===== src/rtl/sd_spi_arbiter.sv =====
// rtl/sd_spi_arbiter.sv - two-client SD SPI arbiter with per-chip-select bus locking
// Owns the mode-0 shift engine and sd_sck/sd_mosi/sd_cs; byte requests latch per client.
module sd_spi_arbiter #(
  parameter int PRIO = 1
) (
  input  logic       clk28,
  input  logic       rst_n,
  input  logic       ck14_i,
  input  logic       ck7_i,
  input  logic       c0_start_i,
  input  logic [7:0] c0_txd_i,
  input  logic       c0_cs_n_i,
  output logic       c0_busy_o,
  output logic       c0_done_o,
  output logic [7:0] c0_rxd_o,
  input  logic       c1_start_i,
  input  logic [7:0] c1_txd_i,
  input  logic       c1_cs_n_i,
  output logic       c1_busy_o,
  output logic       c1_done_o,
  output logic [7:0] c1_rxd_o,
  input  logic       sd_miso_i,
  output logic       sd_sck_o,
  output logic       sd_mosi_o,
  output logic       sd_cs_o,
  output logic [1:0] owner_o
);

  localparam logic PRIO_IDX = (PRIO != 0);

  typedef enum logic {ARB_UNLOCKED, ARB_LOCKED} arb_t;
  typedef enum logic [1:0] {ENG_IDLE, ENG_ARM, ENG_SHIFT, ENG_DONE} eng_t;

  arb_t       arb_q, arb_d;
  eng_t       eng_q, eng_d;
  logic       idx_q, idx_d;
  logic [1:0] pend_q, pend_d;
  logic [7:0] txd0_q, txd0_d;
  logic [7:0] txd1_q, txd1_d;
  logic [7:0] shreg_q, shreg_d;
  logic [2:0] bit_cnt_q, bit_cnt_d;
  logic       sck_q, sck_d;
  logic       miso_q, miso_d;
  logic [7:0] rxd0_q, rxd0_d;
  logic [7:0] rxd1_q, rxd1_d;

  logic [1:0] start;
  logic [1:0] cs_n;
  logic [1:0] busy;
  logic [1:0] elig;
  logic       in_flight;
  logic       locked;

  assign start     = {c1_start_i, c0_start_i};
  assign cs_n      = {c1_cs_n_i, c0_cs_n_i};
  assign locked    = (arb_q == ARB_LOCKED);
  assign in_flight = (eng_q == ENG_ARM) || (eng_q == ENG_SHIFT);
  assign elig      = pend_q | ~cs_n;

  // Busy drops combinationally in DONE so a start in that cycle is accepted.
  assign busy[0] = pend_q[0] | (in_flight & ~idx_q);
  assign busy[1] = pend_q[1] | (in_flight & idx_q);

  always_ff @(posedge clk28 or negedge rst_n) begin
    if (!rst_n) begin
      arb_q     <= ARB_UNLOCKED;
      eng_q     <= ENG_IDLE;
      idx_q     <= 1'b0;
      pend_q    <= 2'b00;
      txd0_q    <= 8'hFF;
      txd1_q    <= 8'hFF;
      shreg_q   <= 8'hFF;
      bit_cnt_q <= 3'd0;
      sck_q     <= 1'b0;
      miso_q    <= 1'b1;
      rxd0_q    <= 8'hFF;
      rxd1_q    <= 8'hFF;
    end else begin
      arb_q     <= arb_d;
      eng_q     <= eng_d;
      idx_q     <= idx_d;
      pend_q    <= pend_d;
      txd0_q    <= txd0_d;
      txd1_q    <= txd1_d;
      shreg_q   <= shreg_d;
      bit_cnt_q <= bit_cnt_d;
      sck_q     <= sck_d;
      miso_q    <= miso_d;
      rxd0_q    <= rxd0_d;
      rxd1_q    <= rxd1_d;
    end
  end

  always_comb begin
    arb_d     = arb_q;
    eng_d     = eng_q;
    idx_d     = idx_q;
    pend_d    = pend_q;
    txd0_d    = txd0_q;
    txd1_d    = txd1_q;
    shreg_d   = shreg_q;
    bit_cnt_d = bit_cnt_q;
    sck_d     = sck_q;
    miso_d    = miso_q;
    rxd0_d    = rxd0_q;
    rxd1_d    = rxd1_q;

    if (start[0] && !busy[0]) begin
      pend_d[0] = 1'b1;
      txd0_d    = c0_txd_i;
    end
    if (start[1] && !busy[1]) begin
      pend_d[1] = 1'b1;
      txd1_d    = c1_txd_i;
    end

    case (arb_q)
      ARB_UNLOCKED: begin
        if (elig != 2'b00) begin
          arb_d = ARB_LOCKED;
          idx_d = (elig == 2'b11) ? PRIO_IDX : elig[1];
        end
      end
      ARB_LOCKED: begin
        if (eng_q == ENG_IDLE && !pend_q[idx_q] && cs_n[idx_q]) begin
          arb_d = ARB_UNLOCKED;
        end
      end
      default: arb_d = ARB_UNLOCKED;
    endcase

    case (eng_q)
      ENG_IDLE: begin
        if (locked && pend_q[idx_q]) begin
          shreg_d        = idx_q ? txd1_q : txd0_q;
          pend_d[idx_q]  = 1'b0;
          eng_d          = ENG_ARM;
        end
      end
      ENG_ARM: begin
        if (ck7_i) begin
          eng_d     = ENG_SHIFT;
          bit_cnt_d = 3'd0;
        end
      end
      ENG_SHIFT: begin
        // ck7 is the falling edge: shift in the bit sampled at the rising edge.
        if (ck7_i) begin
          sck_d     = 1'b0;
          shreg_d   = {shreg_q[6:0], miso_q};
          bit_cnt_d = bit_cnt_q + 3'd1;
          if (bit_cnt_q == 3'd7) begin
            eng_d = ENG_DONE;
            if (idx_q) begin
              rxd1_d = {shreg_q[6:0], miso_q};
            end else begin
              rxd0_d = {shreg_q[6:0], miso_q};
            end
          end
        end else if (ck14_i) begin
          sck_d  = 1'b1;
          miso_d = sd_miso_i;
        end
      end
      ENG_DONE: begin
        eng_d = ENG_IDLE;
      end
      default: eng_d = ENG_IDLE;
    endcase
  end

  assign sd_sck_o  = sck_q;
  assign sd_mosi_o = (eng_q == ENG_SHIFT) ? shreg_q[7] : 1'b1;
  assign sd_cs_o   = locked ? cs_n[idx_q] : 1'b1;
  assign owner_o   = {locked, locked & idx_q};

  assign c0_busy_o = busy[0];
  assign c1_busy_o = busy[1];
  assign c0_done_o = (eng_q == ENG_DONE) && !idx_q;
  assign c1_done_o = (eng_q == ENG_DONE) && idx_q;
  assign c0_rxd_o  = rxd0_q;
  assign c1_rxd_o  = rxd1_q;

endmodule


===== config.mk =====
export PLATFORM = sky130hd
export DESIGN_NAME = sd_spi_arbiter
export DESIGN_NICKNAME = d
export VERILOG_FILES = /design/src/rtl/sd_spi_arbiter.sv
export SDC_FILE = /design/constraint.sdc
export NUM_CORES = 1
export LEC_CHECK = 0
export BUFFER_PORTS_ARGS = -buffer_cell sky130_fd_sc_hd__buf_4
export CORE_MARGIN = 2
export CORE_UTILIZATION = 33
export CTS_BUF_LIST = sky130_fd_sc_hd__clkbuf_4 sky130_fd_sc_hd__clkbuf_8 sky130_fd_sc_hd__clkbuf_16
export DETAILED_ROUTE_END_ITERATION = 7
export SETUP_SLACK_MARGIN = 0.05
export SLEW_MARGIN = 10
export SYNTH_ARGS = -nofsm -noshare
export SYNTH_HDL_FRONTEND = slang
export SYNTH_SLANG_ARGS = --single-unit

===== constraint.sdc =====
create_clock -name clk28 -period 4.8 [get_ports clk28]
set_clock_uncertainty 0.2 [all_clocks]
set_input_delay 0.48 -clock clk28 [delete_from_list [all_inputs] [get_ports clk28]]
set_output_delay 0.48 -clock clk28 [all_outputs]
set_load 0.01 [all_outputs]

# == Word-level counts from Yosys, hierarchy flattened ==
# Index checks and enable logic that the tools add are counted.
# classes
add_sub_neg,1
bitwise_logic,12
reduce_logical,26
muxes,30
n_eq_ne,9
n_lt_le_gt_ge,2
# op_table
op,n
$mux 8,3
$pmux 8 s2,1
$mux 1,14
$mux 2,6
$reduce_and 4->1,3
$reduce_and 3->1,3
$logic_and 1x1->1,8
$pmux 2 s4,1
$reduce_bool 2->1,4
$eq 2x2->1 const B,3
$mux 3,2
$pmux 3 s2,1
$logic_not 1->1,4
$ne 2x1->1 const B,2
$ne 2x2->1 const B,2
$not 2->2,2
$reduce_and 2->1,2
$add 3x1->3 const B,1
$and 1x1->1,3
$eq 3x3->1 const B,1
$not 1->1,3
$and 2x2->2,1
$eq 2x1->1 const B,1
$logic_not 2->1,1
7 further kinds,8
# word_totals
regBits,51

# == Longest topological paths before layout ==
# depth
word_depth,10
mapped_depth,7
depth_no_buf,5

# == Least setup slack after synthesis ==
# OpenSTA, ideal clock, no wires.
# synth_path
path_kind,reg-to-reg
from,reg eng_q[0]
to,reg eng_q[1]
arrival_ns,1.694
required_ns,4.475
stages_incl_launch_ff,6
setup_slack_ns,2.781
cell_sequence,dfrtp_1 inv_1 ha_1 nor2b_1 a2111oi_2 mux2_2
# synth_via
elab_chain_len,3
word_cells_on_any_way,10
# synth_rtl
item,line_no,text
start: declaration,35,"eng_t eng_q, eng_d;"
start signal: assignment,80,eng_q <= eng_d;
$eq 2x2->1 (tied with other cells),132,case (eng_q)
$ne 2x1->1 (no line) / $ne 2x2->1 (equally long branches),--,
$reduce_and 4->1 (no line),--,
# Several ways; a longest one is shown, not always the timed one.
# A chain may end at the register's enable or synchronous reset.

# == Worst setup path in the final report ==
# layout_path
from,reg eng_q[0]
to,reg shreg_q[0]
# layout_via
elab_chain_len,3
word_cells_on_any_way,7
# layout_rtl
item,line_no,text
$eq 2x2->1 / $logic_not 2->1 (equally long branches),132,
$ne 2x2->1 (no line) (tied with other cells),--,
$reduce_and 3->1 (no line),--,
end signal: assignment,85,shreg_q <= shreg_d;
end: declaration,40,"logic [7:0] shreg_q, shreg_d;"
# Several ways; a longest one is shown, not always the timed one.

==> tab_implementation.tex <==
\begin{tabular}{lr}
\hline
Metric & Value \\
\hline
\multicolumn{2}{l}{\textbf{CTS}} \\
Number of post-CTS setup repair buffers & 0 \\
Post-CTS sizing & 0 \\
Max Buffers Root-to-Sink & 2 \\
Total of hold buffers inserted after clock tree synthesis & 0 \\
Clock slew seen by the registers of the worst setup and hold paths & around 90 ps \\
Insertion delay of the later-clocked pin in the worst-skew pair & just over 300 ps \\
Clock sink count & slightly above 50 \\
Maximum level of the CTS H-tree & 2 \\
Number of buffers inserted during clock tree synthesis & 5 \\
CTS Root Buffer Type & clkbuf\_8 \\
CTS tree & done \\
\multicolumn{2}{l}{\textbf{Yosys}} \\
Top cells by area, synth & dfstp\_2, mux2\_2, dfrtp\_1, mux2i\_1, ha\_1 \\
Most used flip-flop cell after synthesis & dfstp\_2 \\
Post-synth top cells & mux2\_2, dfstp\_2, nand2\_1 \\
Total nets after synthesis & approximately 210 \\
XOR/XNOR Fraction of Synth Area & 0 \\
Share of the synthesized area in the top cell type & 0.448 \\
Simple-Gate Fraction of Synth Area & 0.0640 \\
Top-count cell post-synth & mux2\_2 \\
Count of yosys warnings during synthesis & 0 \\
Synthesized area & 2400 um\^{}2 \\
Cell count after synthesis & 181 \\
Fraction of synthesized area in multiplexers & 0.244 \\
Number of synthesized flops with an enable pin & 0 \\
Number of flip-flops and latches in the synthesized netlist & a little over 50 \\
Synthesized area divided by synthesized cell count & 13.3 um\^{}2 \\
Fraction of synthesis flops using an asynchronous set or reset pin & 1.00 \\
Largest area contributor in the synthesized netlist & dfstp\_2 \\
Number of unique standard cell types used by synthesis & 27 \\
Sequential-to-total area share from yosys stat & 0.552 \\
Dominant combinational cell family by area after synthesis & multiplexers \\
Compound-cell area share of the yosys netlist & 0.0796 \\
Post-Synth Adder-Cell Area & 0.0364 \\
\multicolumn{2}{l}{\textbf{Timing}} \\
Pin slew with the least headroom to its limit & about 850 ps \\
Shortest clock period the worst path allows after layout & 2670 ps \\
Final setup viols & 0 \\
Hold slack final & -10.4 ps \\
Fin Setup TNS & 0 ps \\
Highest clock frequency the design can meet & 374 MHz \\
Final max-slew violation count & 0 \\
Slew headroom & 0.433 \\
RSZ-0062 raised after global routing & false \\
Post-route fraction of the period consumed by the critical path & 0.557 \\
Final Hold Viols & 4 \\
\multicolumn{2}{l}{\textbf{Critical path}} \\
Critical path arrival & between 2000 and 3000 ps \\
Crit Path Max Fanout & 29 \\
Nature of the critical path startpoint & flop \\
Setup Crit Path Kind & reg -> reg \\
Required time worst endpoint & 4850 ps \\
Nature of the critical path endpoint & flop \\
Depth of the worst register-to-register path & 5 \\
\multicolumn{2}{l}{\textbf{GRT}} \\
Gr usage total & 0.125 \\
Wire length of the first global-routing pass & 7510 um \\
Number of global-route vias before repair & 1506 \\
Number of antenna violations at the first check in global routing & 0 \\
Overflow after GRT & 0 \\
Pin count of the biggest net entering global routing & 52 \\
\multicolumn{2}{l}{\textbf{Drt}} \\
First-iteration detailed-routing DRC count & 54 \\
Detailed-routed wire length on met3 & 181 um \\
Detail Route Antenna Nets & 0 \\
Final routed wire length divided by cell count & 14.0 um \\
Average vias per placed instance & 4.65 \\
Total via count after detailed routing & 1536 \\
Met1 Wirelength & 2260 um \\
Number of optimization iterations in the first detailed-route pass & 4 \\
Top layer in use & met4 \\
DRC violations left & 0 \\
Routed length on met2 & 2080 um \\
Final routed wirelength across all metal layers & 4620 um \\
\multicolumn{2}{l}{\textbf{Floorplan}} \\
Horizontal die dimension & 89.3 um \\
Top-level port count & 50 \\
Starting utilization of the core area & 0.337 \\
Die footprint & 7980 um\^{}2 \\
Height of the chip & 89.3 um \\
Std-Cell Rows & 31 \\
Core area & 7140 um\^{}2 \\
\multicolumn{2}{l}{\textbf{Placed design}} \\
Gp weighted congestion & 0.716 \\
HPWL after detailed placement & 3260 um \\
Number of buffer cells added on primary ports & 49 \\
\multicolumn{2}{l}{\textbf{Outcome}} \\
Failing checks & negative hold slack \\
Result of the run & finished, violations left \\
\multicolumn{2}{l}{\textbf{Layout}} \\
Layout-stage area growth over the synthesis result & 23.0\% \\
Number of diodes & 0 \\
Filler cells & $\sim$710 \\
Layout net count & 262 \\
Fraction of layout cells with a size suffix above 1 & 0.623 \\
\multicolumn{2}{l}{\textbf{Pwr}} \\
Maximum vdd ir drop & approximately 220 uV \\
Standby leakage power & about 0.0013 uW \\
Pwr dens & 600 nW/um\^{}2 \\
\multicolumn{2}{l}{\textbf{Job}} \\
Number of violations of the max-capacitance limit & 0 \\
\multicolumn{2}{l}{\textbf{Min path}} \\
Path category of the worst min-delay check & in -> async \\
\hline
\end{tabular}
-- cell type report --
type / instances / area (um^2) / share of cell area
Multi-Input combinational cell: 118 / 1020 / 0.345
Sequential cell: 51 / 1330 / 0.449
Timing Repair Buffer: 49 / 368 / 0.124
Clock inverter: 2 / 15.0 / 0.00508
Inverter: 5 / 18.8 / 0.00635
Clock buffer: 6 / 82.6 / 0.0279
Tap cell: 99 / 124 / 0.0419
-- critical path: stages, from the launching register on --
cell      delay (ps)
dfrtp_1          410
inv_1            130
ha_1             710
nand2_1          230
a221oi_4         540
mux2_2           390
-- where the power goes --
part | total [uW] | internal (uW) | switching [uW]
Combinational | 692 | 382 | 311
Clock | 263 | 118 | 145
Sequential | 819 | 671 | 148
-- registers in the layout, indices dropped and copies added (netlist names) --
name	count
pend_q	2
bit_cnt_q	3
c1_rxd_o	8
eng_q	2
txd0_q	8
sd_sck_o	1
miso_q	1
arb_q	1
shreg_q	8
txd1_q	8
c0_rxd_o	8
idx_q	1
-- per-layer routing --
layer,up-vias,global-route usage
li1,738,-
met1,754,0.178
met2,36,0.178
met3,8,0.0286
met4,0,0.0651
met5,-,0
-- placed cells by master, fill, tap and decap left out --
| master | instances |
|---|---|
| mux2_2 | 42 |
| and2b_1 | 1 |
| nor2b_1 | 4 |
| dfrtp_1 | 10 |
| ha_1 | 7 |
| a221oi_4 | 1 |
| inv_4 | 1 |
| nor2_1 | 2 |
| mux2i_1 | 10 |
| nand4_1 | 2 |
| a21boi_0 | 1 |
| clkinv_4 | 1 |
| a211oi_4 | 1 |
| a21oi_1 | 4 |
| dfstp_2 | 41 |
| a32o_1 | 2 |
| nand3_1 | 1 |
| inv_1 | 5 |
| buf_4 | 49 |
| nand2_1 | 16 |
| mux2i_2 | 1 |
| nand2b_1 | 3 |
| a2111oi_2 | 1 |
| o21ai_0 | 15 |
| a21o_1 | 1 |
| clkbuf_8 | 6 |
| nor3_1 | 1 |
| and2_1 | 2 |
-- through the flow --
step	setup WS (ps)	util	total power, uW	instance area (um^2)	instances
finish	2130	0.414	1770	2960	330
global route	1880	0.414	1910	2960	330
CTS	2120	0.414	1800	2960	330
detailed placement	2110	0.400	1530	2860	322
global placement	2160	0.400	1520	2860	322
floorplan	2780	-	1320	2400	181
-- path summary, 6_finish.rpt --
check / start / end / slack [ps]
max in group asynchronous: rst_n / bit_cnt_q[2]$_DFFE_PN0P_ / 3990
worst min-delay path: rst_n / idx_q$_DFFE_PN0P_ / -10
worst max-delay path: eng_q[0]$_DFFE_PN0P_ / shreg_q[0]$_DFFE_PN1P_ / 2130
worst max register to register: eng_q[0]$_DFFE_PN0P_ / shreg_q[0]$_DFFE_PN1P_ / 2130
min in group clk28: c0_txd_i[3] / txd0_q[3]$_DFFE_PN1P_ / 200
worst min register to register: bit_cnt_q[0]$_DFFE_PN0P_ / bit_cnt_q[0]$_DFFE_PN0P_ / 310
-- logic make-up after synthesis --
| kind of cell | count (synthesis) |
|---|---|
| AOI/OAI and AO/OA | 26 |
| adders and majority gates | 7 |
| buffers and inverters | 12 |
| DFF | 51 |
| muxes | 53 |
| and+or+nand+nor | 32 |
Power figures use the tool's default switching activity.
